## src/rtl/cpu_isa_pkg.sv

```systemverilog
// cpu_isa_pkg: shared ISA and control encodings for the 16-bit multi-cycle core.
//   - opcode and branch-condition encodings
//   - control FSM state encoding (also exported on the debug state port)
//   - PC-source and register-file write-source select encodings
//   - decode helpers used by the control unit
package cpu_isa_pkg;

  localparam logic [3:0] OpAluRi = 4'h0;
  localparam logic [3:0] OpAluRr = 4'h1;
  localparam logic [3:0] OpBr    = 4'h2;
  localparam logic [3:0] OpLi    = 4'h6;
  localparam logic [3:0] OpLdSt  = 4'h7;
  localparam logic [3:0] OpHalt  = 4'hF;

  localparam logic [2:0] CondAlways = 3'b000;
  localparam logic [2:0] CondZ      = 3'b001;
  localparam logic [2:0] CondNz     = 3'b010;
  localparam logic [2:0] CondN      = 3'b011;
  localparam logic [2:0] CondNn     = 3'b100;
  localparam logic [2:0] CondC      = 3'b101;
  localparam logic [2:0] CondNc     = 3'b110;
  localparam logic [2:0] CondNever  = 3'b111;

  localparam logic [1:0] PcSelInc = 2'b00;
  localparam logic [1:0] PcSelImm = 2'b01;

  localparam logic [1:0] WselAlu = 2'b00;
  localparam logic [1:0] WselImm = 2'b01;
  localparam logic [1:0] WselMem = 2'b10;

  typedef enum logic [3:0] {
    StIf   = 4'd0,
    StId   = 4'd1,
    StImm  = 4'd2,
    StEx   = 4'd3,
    StMem  = 4'd4,
    StWb   = 4'd5,
    StBr   = 4'd6,
    StHalt = 4'd7
  } state_t;

  // Opcodes followed by an immediate word.
  function automatic logic is_two_word(input logic [3:0] op);
    return (op == OpAluRi) || (op == OpBr) || (op == OpLi) || (op == OpLdSt);
  endfunction

  function automatic logic is_legal(input logic [3:0] op);
    return is_two_word(op) || (op == OpAluRr) || (op == OpHalt);
  endfunction

  function automatic logic cond_true(input logic [2:0] cond, input logic z, input logic n,
                                     input logic c);
    logic t;
    case (cond)
      CondAlways: t = 1'b1;
      CondZ:      t = z;
      CondNz:     t = ~z;
      CondN:      t = n;
      CondNn:     t = ~n;
      CondC:      t = c;
      CondNc:     t = ~c;
      default:    t = 1'b0;  // CondNever
    endcase
    return t;
  endfunction

endpackage

```

## src/rtl/mem_wait_timer.sv

```systemverilog
// mem_wait_timer: counts consecutive stalled cycles of a memory access.
//   clk, reset  - clock, synchronous active-high reset
//   busy        - an access is being requested this cycle
//   mem_ready   - memory completes the access this cycle
//   timeout     - this is the WAIT_LIMIT-th consecutive stalled cycle (never when WAIT_LIMIT=0)
module mem_wait_timer #(
  parameter int unsigned WAIT_LIMIT = 15
) (
  input  logic clk,
  input  logic reset,
  input  logic busy,
  input  logic mem_ready,
  output logic timeout
);

  localparam int unsigned CntW = (WAIT_LIMIT > 1) ? $clog2(WAIT_LIMIT) : 1;
  localparam logic [CntW-1:0] LastWait = CntW'(WAIT_LIMIT - 1);

  logic [CntW-1:0] cnt_q, cnt_d;
  logic            waiting;

  // cnt_q holds the number of earlier stalled cycles, so the limit cycle itself times out.
  always_comb begin
    waiting = busy & ~mem_ready;
    timeout = (WAIT_LIMIT != 0) && waiting && (cnt_q == LastWait);
    cnt_d   = (waiting && !timeout) ? cnt_q + 1'b1 : '0;
  end

  always_ff @(posedge clk) begin
    if (reset) begin
      cnt_q <= '0;
    end else begin
      cnt_q <= cnt_d;
    end
  end

endmodule

```

## src/rtl/mc_control_fsm.sv

```systemverilog
// mc_control_fsm: multi-cycle control unit of the 16-bit, 8-register core.
//   Inputs : clk, reset (sync, active-high), ir_opcode/ir_cond/ir_st (decoded IR fields),
//            flag_z/n/c (registered flags), mem_ready (memory access completes).
//   Outputs: datapath strobes/selects (pc_we, pc_sel, ir_we, imm_we, mem_re, mem_we,
//            mem_addr_sel, alu_src_b, flag_we, rf_we, rf_wsel), status (halted, bus_err,
//            illegal), retired_cnt and the debug state.
module mc_control_fsm
  import cpu_isa_pkg::*;
#(
  parameter int unsigned WAIT_LIMIT = 15,
  parameter int unsigned CNT_W      = 16
) (
  input  logic             clk,
  input  logic             reset,
  input  logic [3:0]       ir_opcode,
  input  logic [2:0]       ir_cond,
  input  logic             ir_st,
  input  logic             flag_z,
  input  logic             flag_n,
  input  logic             flag_c,
  input  logic             mem_ready,
  output logic             pc_we,
  output logic [1:0]       pc_sel,
  output logic             ir_we,
  output logic             imm_we,
  output logic             mem_re,
  output logic             mem_we,
  output logic             mem_addr_sel,
  output logic             alu_src_b,
  output logic             flag_we,
  output logic             rf_we,
  output logic [1:0]       rf_wsel,
  output logic             halted,
  output logic             bus_err,
  output logic             illegal,
  output logic [CNT_W-1:0] retired_cnt,
  output logic [3:0]       state
);

  state_t           state_q, state_d;
  logic             bus_err_q, bus_err_d;
  logic [CNT_W-1:0] retired_cnt_q, retired_cnt_d;
  logic             busy, timeout, retire, uses_imm;

  assign busy     = (state_q == StIf) || (state_q == StImm) || (state_q == StMem);
  assign uses_imm = (ir_opcode == OpAluRi) || (ir_opcode == OpLdSt);

  mem_wait_timer #(
    .WAIT_LIMIT(WAIT_LIMIT)
  ) u_wait_timer (
    .clk      (clk),
    .reset    (reset),
    .busy     (busy),
    .mem_ready(mem_ready),
    .timeout  (timeout)
  );

  // Next state, sticky bus error and retire point.
  always_comb begin
    state_d   = state_q;
    bus_err_d = bus_err_q;
    retire    = 1'b0;
    case (state_q)
      StIf: if (mem_ready) state_d = StId;
      StId: begin
        if (is_two_word(ir_opcode))     state_d = StImm;
        else if (ir_opcode == OpAluRr)  state_d = StEx;
        else if (ir_opcode == OpHalt)   state_d = StHalt;
        else                            state_d = StIf;
      end
      StImm: begin
        if (mem_ready) begin
          if (ir_opcode == OpBr)      state_d = StBr;
          else if (ir_opcode == OpLi) state_d = StWb;
          else                        state_d = StEx;
        end
      end
      StEx: state_d = (ir_opcode == OpLdSt) ? StMem : StWb;
      StMem: begin
        if (mem_ready) begin
          state_d = ir_st ? StIf : StWb;
          retire  = ir_st;
        end
      end
      StWb, StBr: begin
        state_d = StIf;
        retire  = 1'b1;
      end
      StHalt:  state_d = StHalt;
      default: state_d = StIf;
    endcase
    // Timeout only fires while mem_ready=0, so it never races a completing access.
    if (timeout) begin
      state_d   = StHalt;
      bus_err_d = 1'b1;
    end
    retired_cnt_d = retire ? retired_cnt_q + 1'b1 : retired_cnt_q;
  end

  always_ff @(posedge clk) begin
    if (reset) begin
      state_q       <= StIf;
      bus_err_q     <= 1'b0;
      retired_cnt_q <= '0;
    end else begin
      state_q       <= state_d;
      bus_err_q     <= bus_err_d;
      retired_cnt_q <= retired_cnt_d;
    end
  end

  // Moore decode of state_q; only the memory strobes look at mem_ready. Forced idle in reset.
  always_comb begin
    pc_we        = 1'b0;
    pc_sel       = PcSelInc;
    ir_we        = 1'b0;
    imm_we       = 1'b0;
    mem_re       = 1'b0;
    mem_we       = 1'b0;
    mem_addr_sel = 1'b0;
    alu_src_b    = 1'b0;
    flag_we      = 1'b0;
    rf_we        = 1'b0;
    rf_wsel      = WselAlu;
    illegal      = 1'b0;
    if (!reset) begin
      case (state_q)
        StIf: begin
          mem_re = 1'b1;
          ir_we  = mem_ready;
          pc_we  = mem_ready;
        end
        StId: illegal = ~is_legal(ir_opcode);
        StImm: begin
          mem_re = 1'b1;
          imm_we = mem_ready;
          pc_we  = mem_ready;
        end
        StEx: begin
          alu_src_b = uses_imm;
          flag_we   = (ir_opcode == OpAluRi) || (ir_opcode == OpAluRr);
        end
        StMem: begin
          // The ALU keeps producing rs+imm as the address for the whole access.
          alu_src_b    = 1'b1;
          mem_addr_sel = 1'b1;
          mem_re       = ~ir_st;
          mem_we       = ir_st;
        end
        StWb: begin
          alu_src_b = uses_imm;
          rf_we     = 1'b1;
          if (ir_opcode == OpLi)        rf_wsel = WselImm;
          else if (ir_opcode == OpLdSt) rf_wsel = WselMem;
          else                          rf_wsel = WselAlu;
        end
        StBr: begin
          if (cond_true(ir_cond, flag_z, flag_n, flag_c)) begin
            pc_we  = 1'b1;
            pc_sel = PcSelImm;
          end
        end
        default: ;
      endcase
    end
  end

  assign halted      = (state_q == StHalt);
  assign bus_err     = bus_err_q;
  assign retired_cnt = retired_cnt_q;
  assign state       = state_q;

endmodule

```

## config.mk

```make
export PLATFORM = sky130hd
export DESIGN_NAME = mc_control_fsm
export DESIGN_NICKNAME = d
export VERILOG_FILES = /design/src/rtl/cpu_isa_pkg.sv /design/src/rtl/mem_wait_timer.sv /design/src/rtl/mc_control_fsm.sv
export SDC_FILE = /design/constraint.sdc
export NUM_CORES = 1
export LEC_CHECK = 0
export CAP_MARGIN = 0
export CORE_ASPECT_RATIO = 1.4
export CORE_MARGIN = 2
export CORE_UTILIZATION = 40
export DETAILED_ROUTE_END_ITERATION = 8
export GPL_ROUTABILITY_DRIVEN = 0
export PLACE_DENSITY = 0.73
export SYNTH_ARGS = -nofsm -noshare
export SYNTH_HDL_FRONTEND = slang
export SYNTH_HIERARCHICAL = 1
export SYNTH_SLANG_ARGS = --single-unit
```

## constraint.sdc

```tcl
create_clock -name clk -period 3.81 [get_ports clk]
set_input_delay 1.143 -clock clk [delete_from_list [all_inputs] [get_ports clk]]
set_output_delay 1.143 -clock clk [all_outputs]
set_load 0.01 [all_outputs]
```

======== After elaboration in Yosys (flattened, before gate mapping) ========
Cells that the tools add are included.
word-level totals
  register bits after elaboration ......... 25
  bits of input ports ..................... 14
operators by class
  add/sub/neg operators ................... 2
  equal/unequal tests ..................... 25
  mux-type cells .......................... 45
  bitwise gates (word level) .............. 8
  reductions and logical operators ........ 22
operators by type and width
  cell                                                                   number
  1-bit two-way mux                                                      25
  4-bit by 3-bit equality test with 1-bit output, second input constant  6
  4-bit case mux with 6 select lines                                     1
  3-bit two-way mux                                                      7
  16-bit by 1-bit adder with 16-bit output, second input constant        1
  4-bit by 2-bit equality test with 1-bit output, second input constant  3
  4-bit two-way mux                                                      3
  2-bit OR reduction                                                     5
  3-bit equality test, second input constant                             3
  1-bit logical OR                                                       9
  3-bit != test, second input constant                                   3
  4-bit by 1-bit equality test with 1-bit output, second input constant  2
  4-bit equality test, second input constant                             2
  4-bit logical NOT                                                      2
  2-bit two-way mux                                                      4
  1-bit case mux with 2 select lines                                     4
  1-bit inverter                                                         7
  1-bit case mux with 7 select lines                                     1
  3-bit by 2-bit equality test with 1-bit output, second input constant  2
  2-bit != test, second input constant                                   3
  3-bit AND reduction                                                    2
  4-bit by 1-bit adder with 4-bit output, second input constant          1
  3-bit by 1-bit equality test with 1-bit output, second input constant  1
  3-bit logical NOT                                                      1
  3 further kinds                                                        4

======== Logic depth before layout (Yosys ltp) ========
  depth after elaboration ................. 9
  mapped depth ............................ 7

======== Hierarchy ========
The synthesis kept the hierarchy.
modules (own cells, without submodules)
  module          instances  cells an instance  area each (µm²)
  mc_control_fsm  1          183                1357.6
  mem_wait_timer  1          18                 172.7

======== Worst setup path before layout ========
Ideal clock, no wire load.
  kind .................................... input to output
  start ................................... input ir_opcode[1]
  end ..................................... output alu_src_b
  arrival ................................. 2.336 ns
  required time ........................... 2.667 ns
  slack ................................... 0.331 ns
  stages on the path ...................... 5
  cells stage by stage .................... clkbuf_1 > or3_1 > a21oi_1 > nor2b_1 > o41ai_1
between the ends
  longest elaborated chain between the ends .. 4
  elaborated cells between the ends (all ways) .. 5
  classes of those cells .................. eq/ne: 1; mux: 2; reduce/logical: 2
RTL lines
  item                                                                                        RTL line               text
  start, declared                                                                             mc_control_fsm.sv:15   input logic [3:0] ir_opcode,
  4-bit by 3-bit equality test with 1-bit output / 4-bit logical NOT (equally long branches)  mc_control_fsm.sv:46   assign uses_imm = (ir_opcode == OpAluRi) || (ir_opcode == OpLdSt);
  1-bit logical OR *                                                                          mc_control_fsm.sv:46
  1-bit case mux with 2 select lines *                                                        mc_control_fsm.sv:127  case (state_q)
  1-bit two-way mux *                                                                         mc_control_fsm.sv:126  if (!reset) begin
  end, declared                                                                               mc_control_fsm.sv:29   output logic alu_src_b,
Mark *: on every way between the ends. The rest lies on a longest branch, timed or not.

======== Worst setup path after layout ========
  start ................................... input ir_opcode[1]
  end ..................................... output illegal
between the ends
  longest elaborated chain between the ends .. 9
  elaborated cells between the ends (all ways) .. 14
  classes of those cells .................. eq/ne: 5; mux: 2; bitwise: 1; reduce/logical: 6
RTL lines
  item                                                                                        RTL line               text
  4-bit by 2-bit equality test with 1-bit output / 4-bit logical NOT (equally long branches)  cpu_isa_pkg.sv:44      return (op == OpAluRi) || (op == OpBr) || (op == OpLi) || (op == OpLdSt);
  1-bit logical OR (3 in series)                                                              cpu_isa_pkg.sv:44
  1-bit logical OR                                                                            cpu_isa_pkg.sv:48      return is_two_word(op) || (op == OpAluRr) || (op == OpHalt);
  1-bit logical OR *                                                                          cpu_isa_pkg.sv:48
  1-bit inverter *                                                                            mc_control_fsm.sv:133  StId: illegal = ~is_legal(ir_opcode);
  1-bit two-way mux *                                                                         mc_control_fsm.sv:127
  1-bit two-way mux *                                                                         mc_control_fsm.sv:126
  end, declared                                                                               mc_control_fsm.sv:35   output logic illegal,
Marked as above.

==> results by group <==
Route
  • Via density: 5.53
  • DR WL/cell: 12.8 um
  • Via Count: 1616
  • Drt drc: 0
  • Total wire length: 3720 um
  • 1st-iter DRT viols: 43
  • DRT Pass-1 Iters: 4
  • Routed Antenna Nets: 0

Clocking
  • CTS clk-pin slew, worst paths: 0.09 ns
  • CTS tree: done
  • Skew-Pair Late Insertion Delay: 0.27 ns
  • Clock root cell: clkbuf_8
  • CTS Buf Count: 3
  • Postcts setup bufs: 0
  • Worst-case clock buffer depth: 2
  • H-tree depth: 1
  • CTS sink count: 24

Final layout
  • Fin nets: 268
  • Final core occ: 59.0%
  • Fill cells: 345
  • Reg area: 480 sq um
  • Layout area overhead: 40.4%
  • Area of the multi-input gates: 963 sq um
  • Ant diodes: 0
  • Fraction of layout cells with a size suffix above 1: 12.0%

Place
  • I/O Buffers: 47
  • DP HPWL: 2680 um

Floorplan
  • IO Count: 50
  • Chip Width: 56.3 um
  • FP Rows: 26
  • Total die area: 4340 sq um
  • Total core area: 3640 sq um
  • Height of the die: 77.2 um
  • Initial Util: 42.0%

Timing
  • Unrepaired setup endpoints after global routing: true
  • Final Cycle Share: 98.9%
  • Slew HR: 57.5%
  • Setup TNS: 0 ns
  • Final hold vios: 0
  • Tmin final: 3.77 ns
  • Fmax: 265 MHz
  • Fin Clk Skew: 0.00600 ns
  • Slew Limit Fails: 0
  • Worst-Margin Slew: 0.636 ns
  • Final setup fails: 0

Pwr
  • Power share of the clock group: 34.3%
  • Logic pwr share: 21.9%
  • Pleak: 0.806 nW
  • Worst VDD drop: 0.266 mV
  • Pint: 0.472 mW
  • Tot Pwr: 0.644 mW
  • Cell area power density: 300 nW/um^2
  • Switching Share: 26.7%
  • Register share of total power: 43.8%
  • Net Sw Power: 0.172 mW

Synth
  • Number of flops mapped to enable cells by yosys: 0
  • Yosys warns: 6
  • Compound-Gate Fraction of Synth Area: 20.0%
  • Mapped Area: 1530 sq um
  • Sequential area share after synthesis: 31.4%
  • Post-Synth Simple-Gate Area: 32.9%
  • Ranking of synthesized cells by area: dfxtp_1 (31%), nor2_1 (6.4%), a21oi_1 (4.9%), or3_1 (3.7%), nand3_1 (3.6%)
  • Largest family of logic cells by synthesized area: simple AND/OR/NAND/NOR gates
  • Top cell type's share of synthesized area: 31.4%
  • Leading area contributor after synthesis: dfxtp_1
  • Post-synthesis register bit count: 24
  • XOR/XNOR Fraction of Synth Area: 5.15%
  • Share of synthesized registers carrying an async set or reset: 0%
  • Post-synthesis cell count: 201
  • Post-Synth Adder-Cell Area: 2.45%
  • Syn Area/Cell: 7.61 sq um
  • Main flop type after synthesis: dfxtp_1
  • Unique cell type count in the Yosys netlist: 47
  • Mux cell area share after synthesis: 0%

Global route
  • Initial antenna violation count: 0
  • Gr usage total: 17.7%
  • Met3 GRT Util: 2.70%
  • GR Layer Usage met2: 33.1%
  • Total global routing overflow: 0
  • Met1 Use GR: 19.8%
  • GR peak layer: met2
  • First-pass GRT wire length: 6330 um
  • Number of global-route vias before repair: 1470
  • Largest net degree at the start of global routing: 20

Worst setup path
  • Crit start category: primary input
  • WP data required: 2.67 ns
  • WS Path Type: in2out
  • Crit path DAT: 2.62 ns
  • Max FO, Critical Path: 9
  • Worst setup EP type: primary output

Run
  • Total of max-cap violations: 0

Status
  • Status: completed

Min path
  • HP Class: reg2reg
## kinds of logic after synthesis
family | after synthesis
other | 1
AO/OA/AOI/OAI | 46
flip-flops | 24
adder cells (fa/ha/maj) | 3
AND/OR/NAND/NOR | 95
buffers and inverters | 23
XOR/XNOR | 9
## worst max-delay path, stage by stage
cell and delay, ns:
clkdlybuf4s50_1 0.44, buf_4 0.18, or3_4 0.41, and4b_1 0.18, dlygate4sd2_1 0.28
## per-layer routing
metal / up-vias / part of all wire, %
li1: 817 / -
met1: 758 / 41
met2: 35 / 54
met3: 6 / 3.5
met4: 0 / 1.8
met5: - / 0
## placed cells by master, fill, tap and decap left out, drive strengths merged, types with 2 or more instances in the layout
cell	instances
clkdlybuf4s50	36
nor2	26
dfxtp	24
a21oi	15
buf	14
nand2	12
nand3	11
dlygate4sd2	9
or3	9
inv	7
o21ai	7
xnor2	6
nand2b	6
nor3	6
nand4	4
a31oi	3
o22ai	3
xor2	3
ha	3
clkbuf	3
and2	3
nor4	3
or4	3
nor2b	2
or2	2
o22a	2
and3	2
a221oi	2
o31ai	2
a211o	2
a311oi	2
conb	2
or3b	2
## timing repair
| action | 4_1_cts | 5_1_grt |
|---|---|---|
| gates resized for setup | 18 | 4 |
| setup endpoints to repair | 11 | 2 |
| hold buffers | 0 | 0 |
## per-stage QoR
stage,hold WS (ns),instance area [sq um],setup WS (ns),instances
final,0.473,2150,0.0434,292
after global routing,0.515,2150,-0.0541,292
after CTS,0.475,2150,-0.0281,292
after detailed placement,0.454,2060,-0.357,288
after global placement,0.447,2060,-0.332,288
after floorplan,0.430,1530,0.331,202
## flip-flops by register name (all words and copies together), names as in the netlist
signal and cells:
retired_cnt 16, u_wait_timer/cnt_q 4, state 3, bus_err 1
## cells in the mapped netlist, drive strengths merged (4+ instances only)
cell	n
inv	7
nor3	6
xnor2	6
buf	6
or3	9
dfxtp	24
nand2	12
a21oi	15
nor2	26
nand3	11
nand4	4
nand2b	6
clkbuf	10
o21ai	7
## area by class of cell
class	instances	area share (%)
clock inverter	1	1.40
multi-input combinational	155	44.8
timing repair buffer	60	25.8
inverter	7	1.22
clock buffer	3	1.92
tap	42	2.45
sequential	24	22.4
## power groups by stage
| stage | sequential (mW) | clock [mW] | combinational, mW |
|---|---|---|---|
| global placement | 0.286 | 0 | 0.142 |
| detailed placement | 0.286 | 0 | 0.142 |
| floorplan | 0.273 | 0 | 0.0965 |
| CTS | 0.281 | 0.225 | 0.141 |
| global route | 0.285 | 0.236 | 0.155 |
| finish | 0.282 | 0.221 | 0.141 |
## worst paths after layout
path,slack (ns),end,cells after the start,from
worst max-delay path,0.04,illegal,5,ir_opcode[1]
worst min register to register,0.47,u_wait_timer/cnt_q[0],1,u_wait_timer/cnt_q[0]
worst max register to register,1.54,retired_cnt[15],4,state[2]
worst min-delay path,0.47,u_wait_timer/cnt_q[0],1,u_wait_timer/cnt_q[0]
(Power assumes the default switching activity.)
